File: config.mk
export PLATFORM = sky130hd
export DESIGN_NAME = cla_serial_add_ctrl
export DESIGN_NICKNAME = d
export VERILOG_FILES = /design/src/rtl/cla_ctrl_pkg.sv /design/src/rtl/cla_slice_4bit.sv /design/src/rtl/cla_serial_add_ctrl.sv
export SDC_FILE = /design/constraint.sdc
export NUM_CORES = 1
export LEC_CHECK = 0
export CAP_MARGIN = 20
export CORE_AREA = 2 2 73 81
export CTS_CLUSTER_DIAMETER = 100
export DETAILED_ROUTE_END_ITERATION = 7
export DIE_AREA = 0 0 75 83
export GPL_ROUTABILITY_DRIVEN = 0
export PLACE_DENSITY_LB_ADDON = 0.12
export SLEW_MARGIN = 20
export SYNTH_ARGS = -nofsm -noshare
export SYNTH_HDL_FRONTEND = slang
export SYNTH_SLANG_ARGS = --single-unit
File: constraint.sdc
create_clock -name clk -period 6.9 [get_ports clk]
set_input_delay 1.38 -clock clk [delete_from_list [all_inputs] [get_ports clk]]
set_output_delay 1.38 -clock clk [all_outputs]
set_load 0.03 [all_outputs]
File: src/rtl/cla_ctrl_pkg.sv
// Shared types and constants for the serial carry-lookahead adder controller.
package cla_ctrl_pkg;

  typedef enum logic [1:0] {
    IDLE = 2'd0,
    ADD  = 2'd1,
    DONE = 2'd2
  } state_t;

  localparam int NIBBLE_W = 4;

  function automatic int nib_count(input int width);
    return width / NIBBLE_W;
  endfunction

endpackage

File: src/rtl/cla_slice_4bit.sv
// Combinational 4-bit carry-lookahead slice with group propagate/generate.
module cla_slice_4bit (
  input  logic [3:0] a,
  input  logic [3:0] b,
  input  logic       cin,
  output logic [3:0] s,
  output logic       p,
  output logic       g
);

  logic [3:0] pi;
  logic [3:0] gi;
  logic [3:0] c;

  assign pi = a ^ b;
  assign gi = a & b;

  assign c[0] = cin;
  assign c[1] = gi[0] | (pi[0] & cin);
  assign c[2] = gi[1] | (pi[1] & gi[0]) | (pi[1] & pi[0] & cin);
  assign c[3] = gi[2] | (pi[2] & gi[1]) | (pi[2] & pi[1] & gi[0])
              | (pi[2] & pi[1] & pi[0] & cin);

  assign s = pi ^ c;
  assign p = &pi;
  assign g = gi[3] | (pi[3] & gi[2]) | (pi[3] & pi[2] & gi[1])
           | (pi[3] & pi[2] & pi[1] & gi[0]);

endmodule

File: src/rtl/cla_serial_add_ctrl.sv
// Nibble-serial WIDTH-bit adder built around one shared 4-bit CLA slice.
// Optional signed-overflow output enabled by defining CLA_SERIAL_OVF_EN.
//
// state | meaning
// IDLE  | waiting for operands, start_ready high
// ADD   | one nibble per cycle, LSB first, carry chained through carry_reg
// DONE  | result held on sum/c_out until res_ready
module cla_serial_add_ctrl
  import cla_ctrl_pkg::*;
#(
  parameter int WIDTH = 16
) (
  input  logic             clk,
  input  logic             rst_n,
  input  logic             start_valid,
  output logic             start_ready,
  input  logic [WIDTH-1:0] in1,
  input  logic [WIDTH-1:0] in2,
  input  logic             c_in,
  output logic             res_valid,
  input  logic             res_ready,
  output logic [WIDTH-1:0] sum,
  output logic             c_out,
`ifdef CLA_SERIAL_OVF_EN
  output logic             ovf,
`endif
  output logic             busy
);

  localparam int NIBBLES = nib_count(WIDTH);
  localparam int IDX_W   = (NIBBLES > 1) ? $clog2(NIBBLES) : 1;
  localparam logic [IDX_W-1:0] LAST_IDX = IDX_W'(NIBBLES - 1);

  state_t           state;
  state_t           state_nxt;
  logic [WIDTH-1:0] a_reg;
  logic [WIDTH-1:0] b_reg;
  logic             carry_reg;
  logic [IDX_W-1:0] idx;
  logic [3:0]       nib_a;
  logic [3:0]       nib_b;
  logic [3:0]       nib_s;
  logic             nib_p;
  logic             nib_g;
  logic             carry_nxt;
  logic             accept;
  logic             last_nib;

  assign nib_a     = a_reg[{idx, 2'b00} +: NIBBLE_W];
  assign nib_b     = b_reg[{idx, 2'b00} +: NIBBLE_W];
  assign carry_nxt = nib_g | (nib_p & carry_reg);
  assign accept    = start_valid && start_ready;
  assign last_nib  = (idx == LAST_IDX);

  cla_slice_4bit u_slice (
    .a   (nib_a),
    .b   (nib_b),
    .cin (carry_reg),
    .s   (nib_s),
    .p   (nib_p),
    .g   (nib_g)
  );

  always_ff @(posedge clk) begin
    if (!rst_n) state <= IDLE;
    else        state <= state_nxt;
  end

  always_comb begin
    state_nxt = state;
    case (state)
      IDLE:    if (start_valid) state_nxt = ADD;
      ADD:     if (last_nib)    state_nxt = DONE;
      DONE:    if (res_ready)   state_nxt = IDLE;
      default:                  state_nxt = IDLE;
    endcase
  end

  always_comb begin
    start_ready = 1'b0;
    res_valid   = 1'b0;
    busy        = 1'b0;
    case (state)
      IDLE:    start_ready = 1'b1;
      ADD:     busy        = 1'b1;
      DONE: begin
        res_valid = 1'b1;
        busy      = 1'b1;
      end
      default: ;
    endcase
  end

  // Operand registers decouple the result from input changes after accept.
  always_ff @(posedge clk) begin
    if (!rst_n) begin
      a_reg     <= '0;
      b_reg     <= '0;
      carry_reg <= 1'b0;
      idx       <= '0;
      sum       <= '0;
      c_out     <= 1'b0;
`ifdef CLA_SERIAL_OVF_EN
      ovf       <= 1'b0;
`endif
    end else if (accept) begin
      a_reg     <= in1;
      b_reg     <= in2;
      carry_reg <= c_in;
      idx       <= '0;
      sum       <= '0;
    end else if (state == ADD) begin
      sum[{idx, 2'b00} +: NIBBLE_W] <= nib_s;
      carry_reg <= carry_nxt;
      if (last_nib) begin
        c_out <= carry_nxt;
`ifdef CLA_SERIAL_OVF_EN
        ovf   <= (a_reg[WIDTH-1] == b_reg[WIDTH-1]) && (nib_s[3] != a_reg[WIDTH-1]);
`endif
      end else begin
        idx <= idx + IDX_W'(1);
      end
    end
  end

endmodule
### Word level (Yosys, flattened, before mapping)

Index checks and enable logic that the tools add are counted.

| storage, ports and cells | value |
|---|---|
| bits of input ports | 37 |
| bits in registers | 54 |
| logic and storage cells | 69 |

| operators by class | value |
|---|---|
| shift operators | 4 |
| add/sub/neg operators | 2 |
| reduce and logical (&&, ||, !) cells | 9 |
| equal/unequal tests | 6 |
| multiplexer cells | 10 |
| bitwise gates (word level) | 31 |

Operators with widths:

| kind | number |
|---|---|
| 16-bit by 5-bit variable part select with 4-bit output | 2 |
| 16-bit bitwise mux | 1 |
| 4-bit by 6-bit variable shift with 16-bit output (first input constant) | 1 |
| 4-bit by 6-bit variable part select with 16-bit output | 1 |
| 1-bit AND | 15 |
| 1-bit bitwise OR | 10 |
| 4-bit bitwise XOR | 2 |
| 2-bit two-way mux | 3 |
| 2-bit inequality test (second input constant) | 3 |
| 4-bit negation with 6-bit output | 1 |
| 2-bit case mux with 3 select lines | 1 |
| 3-bit AND reduction | 2 |
| 1-bit two-way mux | 5 |
| 4-bit AND | 1 |
| 2-bit == test (second input constant) | 2 |
| 4-bit AND reduction | 1 |
| 2-bit OR reduction | 2 |
| 1-bit NOT | 3 |
| 2-bit by 1-bit adder with 2-bit output (second input constant) | 1 |
| 2-bit by 1-bit == test with 1-bit output (second input constant) | 1 |
| 2-bit zero test | 1 |
| 2-bit AND reduction | 1 |
| 2-bit nonzero test | 1 |
| 1-bit logical AND | 1 |

### Longest topological paths before layout

| depth | value |
|---|---|
| depth after elaboration | 9 |
| depth in mapped cells | 7 |
| gate-level depth less buffers | 6 |

### By module

A second synthesis with hierarchy kept.

| second synthesis, totals | value |
|---|---|
| cells, all modules | 286 |
| area, all modules | 2588.7 um^2 |

By module, submodules not included:

| module | seq. area each (um^2) | cells an instance | area an instance (um^2) | instances |
|---|---|---|---|---|
| cla_serial_add_ctrl | 1081.0 | 264 | 2406.1 | 1 |
| cla_slice_4bit | 0.0 | 22 | 182.7 | 1 |

### Worst setup path before layout

OpenSTA, ideal clock, no wires.

| timing path | value |
|---|---|
| path kind | register to register |
| start | register idx[0] |
| end | register carry_reg |
| setup time | 117 ps |
| stages on the path, launching flop included | 8 |
| buffers on the path | 1 |
| data required time | 6783 ps |
| arrival | 2363 ps |
| path slack | 4420 ps |
| clock period less this slack | 2480 ps |
| cell sequence | dfxtp_1 -> buf_4 -> mux4_2 -> ha_1 -> a41o_1 -> a21oi_4 -> o21ai_1 -> a32o_1 |

| between the ends | value |
|---|---|
| word-level cells in the longest chain between the ends | 9 |
| elaborated cells between the ends (all ways) | 17 |
| those cells by class | shift (2); mux (2); bitwise (12); reduce/logical (1) |

Ends and longest elaborated chain:

| what | line | text |
|---|---|---|
| start: declaration | cla_serial_add_ctrl.sv:39 | `logic [IDX_W-1:0] idx;` |
| start signal: assignment | cla_serial_add_ctrl.sv:121 | `idx <= idx + IDX_W'(1);` |
| 16-bit by 5-bit variable part select with 4-bit output (on tied branches) | cla_serial_add_ctrl.sv:49, cla_serial_add_ctrl.sv:50 |  |
| 4-bit bitwise XOR or 4-bit AND (tied branches) | cla_slice_4bit.sv:15, cla_slice_4bit.sv:16 |  |
| 1-bit AND (on tied branches) | cla_slice_4bit.sv:26, cla_slice_4bit.sv:27 |  |
| 1-bit bitwise OR (tied with other cells) | cla_slice_4bit.sv:26 | `assign g = gi[3] \| (pi[3] & gi[2]) \| (pi[3] & pi[2] & gi[1])` |
| 1-bit bitwise OR or 1-bit AND (tied branches) | cla_slice_4bit.sv:26, cla_slice_4bit.sv:27 |  |
| 1-bit bitwise OR | cla_slice_4bit.sv:27 | `\| (pi[3] & pi[2] & pi[1] & gi[0]);` |
| 1-bit bitwise OR (*) | cla_serial_add_ctrl.sv:51 | `assign carry_nxt = nib_g \| (nib_p & carry_reg);` |
| 1-bit two-way mux (*) | cla_serial_add_ctrl.sv:112 | `end else if (state == ADD) begin` |
| 1-bit two-way mux (*) | cla_serial_add_ctrl.sv:106 | `end else if (accept) begin` |
| end signal: assignment | cla_serial_add_ctrl.sv:109 | `carry_reg <= c_in;` |
| end signal: assignment | cla_serial_add_ctrl.sv:114 | `carry_reg <= carry_nxt;` |
| end: declaration | cla_serial_add_ctrl.sv:38 | `logic carry_reg;` |

Mark *: on every way between the ends. The rest lies on a longest branch, timed or not. The select of a mux whose other input is x is not followed.
A chain may end at the register's enable or synchronous reset.

### Final worst setup path

| timing path | value |
|---|---|
| start | register state[1] |
| end | output port start_ready |

| between the ends | value |
|---|---|
| word-level cells in the longest chain between the ends | 2 |

Ends and longest elaborated chain:

| what | line | text |
|---|---|---|
| start: declaration | cla_serial_add_ctrl.sv:34 | `state_t state;` |
| start signal: assignment | cla_serial_add_ctrl.sv:66 | `else state <= state_nxt;` |
| 2-bit zero test | cla_serial_add_ctrl.sv:83 | `case (state)` |
| 1-bit two-way mux | cla_serial_add_ctrl.sv:83 |  |
| end: declaration | cla_serial_add_ctrl.sv:16 | `output logic start_ready,` |

No other way between the ends.

==> flow_summary.yaml <==
clock_network:
  clockBufferDepth: 2
  cts-root-buf: "clkbuf_8"
  clkLatencyLatePin_ns: 0.30
  h-tree-depth: 2
  cts_setup_buffers: 0
  cts_tree: "yes"
  cts.sinks: 54
  cts_made_buffers: 5
  clk_pin_slew_worst_paths_ns: 0.09
  cts_hold_buf: 0
  cts_resized: 0
placed_design:
  placed_area_um2: 3213
  portBuffers: 56
  hpwl_um: 3888
  dp_slack_ns: 3.662
worst_hold_path:
  min_path_type: "reg2reg"
  hold_end: "b_reg[6]$_SDFFE_PN0P_"
  min_from: "b_reg[6]$_SDFFE_PN0P_"
  holdPathStages: 2
logic_synthesis:
  synthArstFlopShare: 0
  synth_cell_types: 43
  synth-seq-cells: 54
  ys.flop_type: "dfxtp_1"
  syn_nets: 333
  syn_area_um2: 2625
  syn_inst: 281
  synth_warnings: 0
  avgSynthCellArea_um2: 9.342
  yosysSeqAreaShare: 0.4118
  synth_edf_count: 0
routing:
  met1_length_um: 2565
  top_layer: "met4"
  first_iter_violations: 99
  vias_per_cell: 5.220
  routedWlPerCell_um: 13.56
  num_vias: 2114
  drc: 0
  wl_um: 5490
  firstDrtPassIters: 4
  drtAntennaViolNets: 0
  route.met3.wl_um: 194
  wl_met2_um: 2657
global_route:
  antenna_found_initial: 0
  grt_max_degree: 46
  grt_pass1_vias: 2041
  grt_overflow_total: 0
  grtUsageTotal: 0.1917
  grt_first_pass_wirelength_um: 9439
cells_and_area:
  nets: 381
  antennaDiodeCount: 0
  syn_to_final_growth_pct: 26.60
  drive_gt1_frac: 0.07576
  design_area_um2: 3323
  final_util: 0.6200
power_and_ir_drop:
  power.leakage_nw: 1.253
  powerDensity_nw_per_um2: 296.2
  ir_worst_vdd_mv: 0.1202
  power_w: 0.0009844
critical_path:
  reg2reg_to: "carry_reg$_SDFFE_PN0P_"
  critical_path_class: "reg2out"
  r2r-start: "idx[0]$_SDFFE_PP0P_"
  crit_path_start_kind: "flip-flop"
  end_kind: "output port"
  r2r_cells: 6
  critPathArrivalTime_ns: 1.71
  crit_required_ns: 5.52
  reg2reg_slack_ns: 3.97
  crit_fanout: 6
floorplanning:
  die-area_um2: 6225
  core-area_um2: 5360
  rows: 28
  initial_core_util: 0.4897
  io_pins: 57
  die_h_um: 83
  fp.dieW_um: 75
sta:
  hold_viol_final: 0
  fmax_mhz: 323.6
  setup_slack_ns: 3.809
  finalSetupViolations: 0
  clock_skew_ns: 0.006004
  tns_ns: 0
  rsz0062_at_grt: "false"
  finalMaxSlewViolations: 0
  relSlewSlack: 0.3687
  period_share: 0.4479
  min_period_ns: 3.091
  tightest_slew_ns: 0.9457
run_status:
  status: "finished, final reports clean"
job:
  max_cap_violations: 0
[worst max path at each step]
stage | start | end | slack, ns | cells after the start
after floorplan | idx[0]$_SDFFE_PP0P_ | carry_reg$_SDFFE_PN0P_ | 4.42 | 7
after global placement | start_valid | c_out$_SDFFE_PN0P_ | 3.56 | 4
after detailed placement | rst_n | sum[7]$_SDFFE_PP0P_ | 3.66 | 6
after CTS | state[1]$_SDFFE_PN0P_ | start_ready | 3.80 | 3
after global routing | state[1]$_SDFFE_PN0P_ | start_ready | 3.73 | 3
final | state[1]$_SDFFE_PN0P_ | start_ready | 3.81 | 3
[power breakdown]
group	internal (W)	switching, W	total, W
combinational	0.000156	0.000224	0.000380
sequential	0.000355	0.0000386	0.000394
clock	0.000108	0.000102	0.000211
total	0.000620	0.000365	0.000984
[layer usage]
metal  track usage  vias up
met3       0.04612        8
met4       0.05682        0
li1              -     1070
met1        0.2561      988
met5             0        -
met2        0.3030       48
[cells in the mapped netlist (2+ instances only)]
library cell / count / area, um2
nand2_1: 70 / 262.8
dfxtp_1: 54 / 1081
a21boi_0: 32 / 240.2
nor2_1: 22 / 82.58
ha_1: 14 / 175.2
clkbuf_1: 9 / 33.78
a22oi_1: 8 / 60.06
nand4_1: 8 / 50.05
inv_1: 7 / 26.28
mux4_2: 7 / 157.7
buf_2: 6 / 30.03
a32oi_1: 4 / 35.03
nand3_1: 4 / 20.02
nor2b_1: 4 / 25.02
mux2i_1: 2 / 20.02
o211ai_1: 2 / 15.01
o211ai_2: 2 / 25.02
[cell families after synthesis]
kind of cell,share of synthesized area
flops,0.4118
buf+inv,0.04147
compound gates,0.1845
fa+ha+maj,0.07436
mux,0.07769
xor+xnor,0.006674
simple gates,0.2035
[worst max-delay path: stages (launching register included)]
cell	delay (ns)
dfxtp_1	0.34
inv_1	0.09
ha_1	0.27
clkdlybuf4s50_1	0.71
[metrics by stage]
stage          hold WS, ns  cells
6_report            0.4630    405
4_1_cts             0.4671    405
5_1_grt             0.4895    405
2_1_floorplan       0.4386    281
3_5_place_dp        0.4543    397
3_3_place_gp        0.4488    397
[layout make-up]
| cell class | instances | area (um2) |
|---|---|---|
| Inverter | 7 | 26.28 |
| Clock buffer | 6 | 72.57 |
| Sequential cell | 54 | 1081 |
| Timing Repair Buffer | 58 | 575.6 |
| Fill cell | 480 | 2037 |
| Tap cell | 75 | 93.84 |
| Multi-Input combinational cell | 203 | 1436 |
| Clock inverter | 2 | 37.54 |
[layout by cell type (no fill, tap or decap), drive strengths merged, types with 2 or more instances in the layout]
| master | netlist | layout |
|---|---|---|
| nand2 | 71 | 71 |
| ha | 14 | 14 |
| clkbuf | 9 | 6 |
| nand4 | 8 | 8 |
| o211ai | 4 | 4 |
| clkdlybuf4s50 | 0 | 56 |
| a21boi | 32 | 32 |
| mux4 | 8 | 8 |
| a32oi | 4 | 4 |
| nor2 | 22 | 22 |
| nor2b | 4 | 4 |
| nand3 | 4 | 4 |
| dfxtp | 54 | 54 |
| a21oi | 2 | 2 |
| buf | 8 | 2 |
| o21ai | 2 | 2 |
| mux2i | 2 | 2 |
| inv | 7 | 7 |
| a22oi | 8 | 8 |
Power figures use the tool's default switching activity.
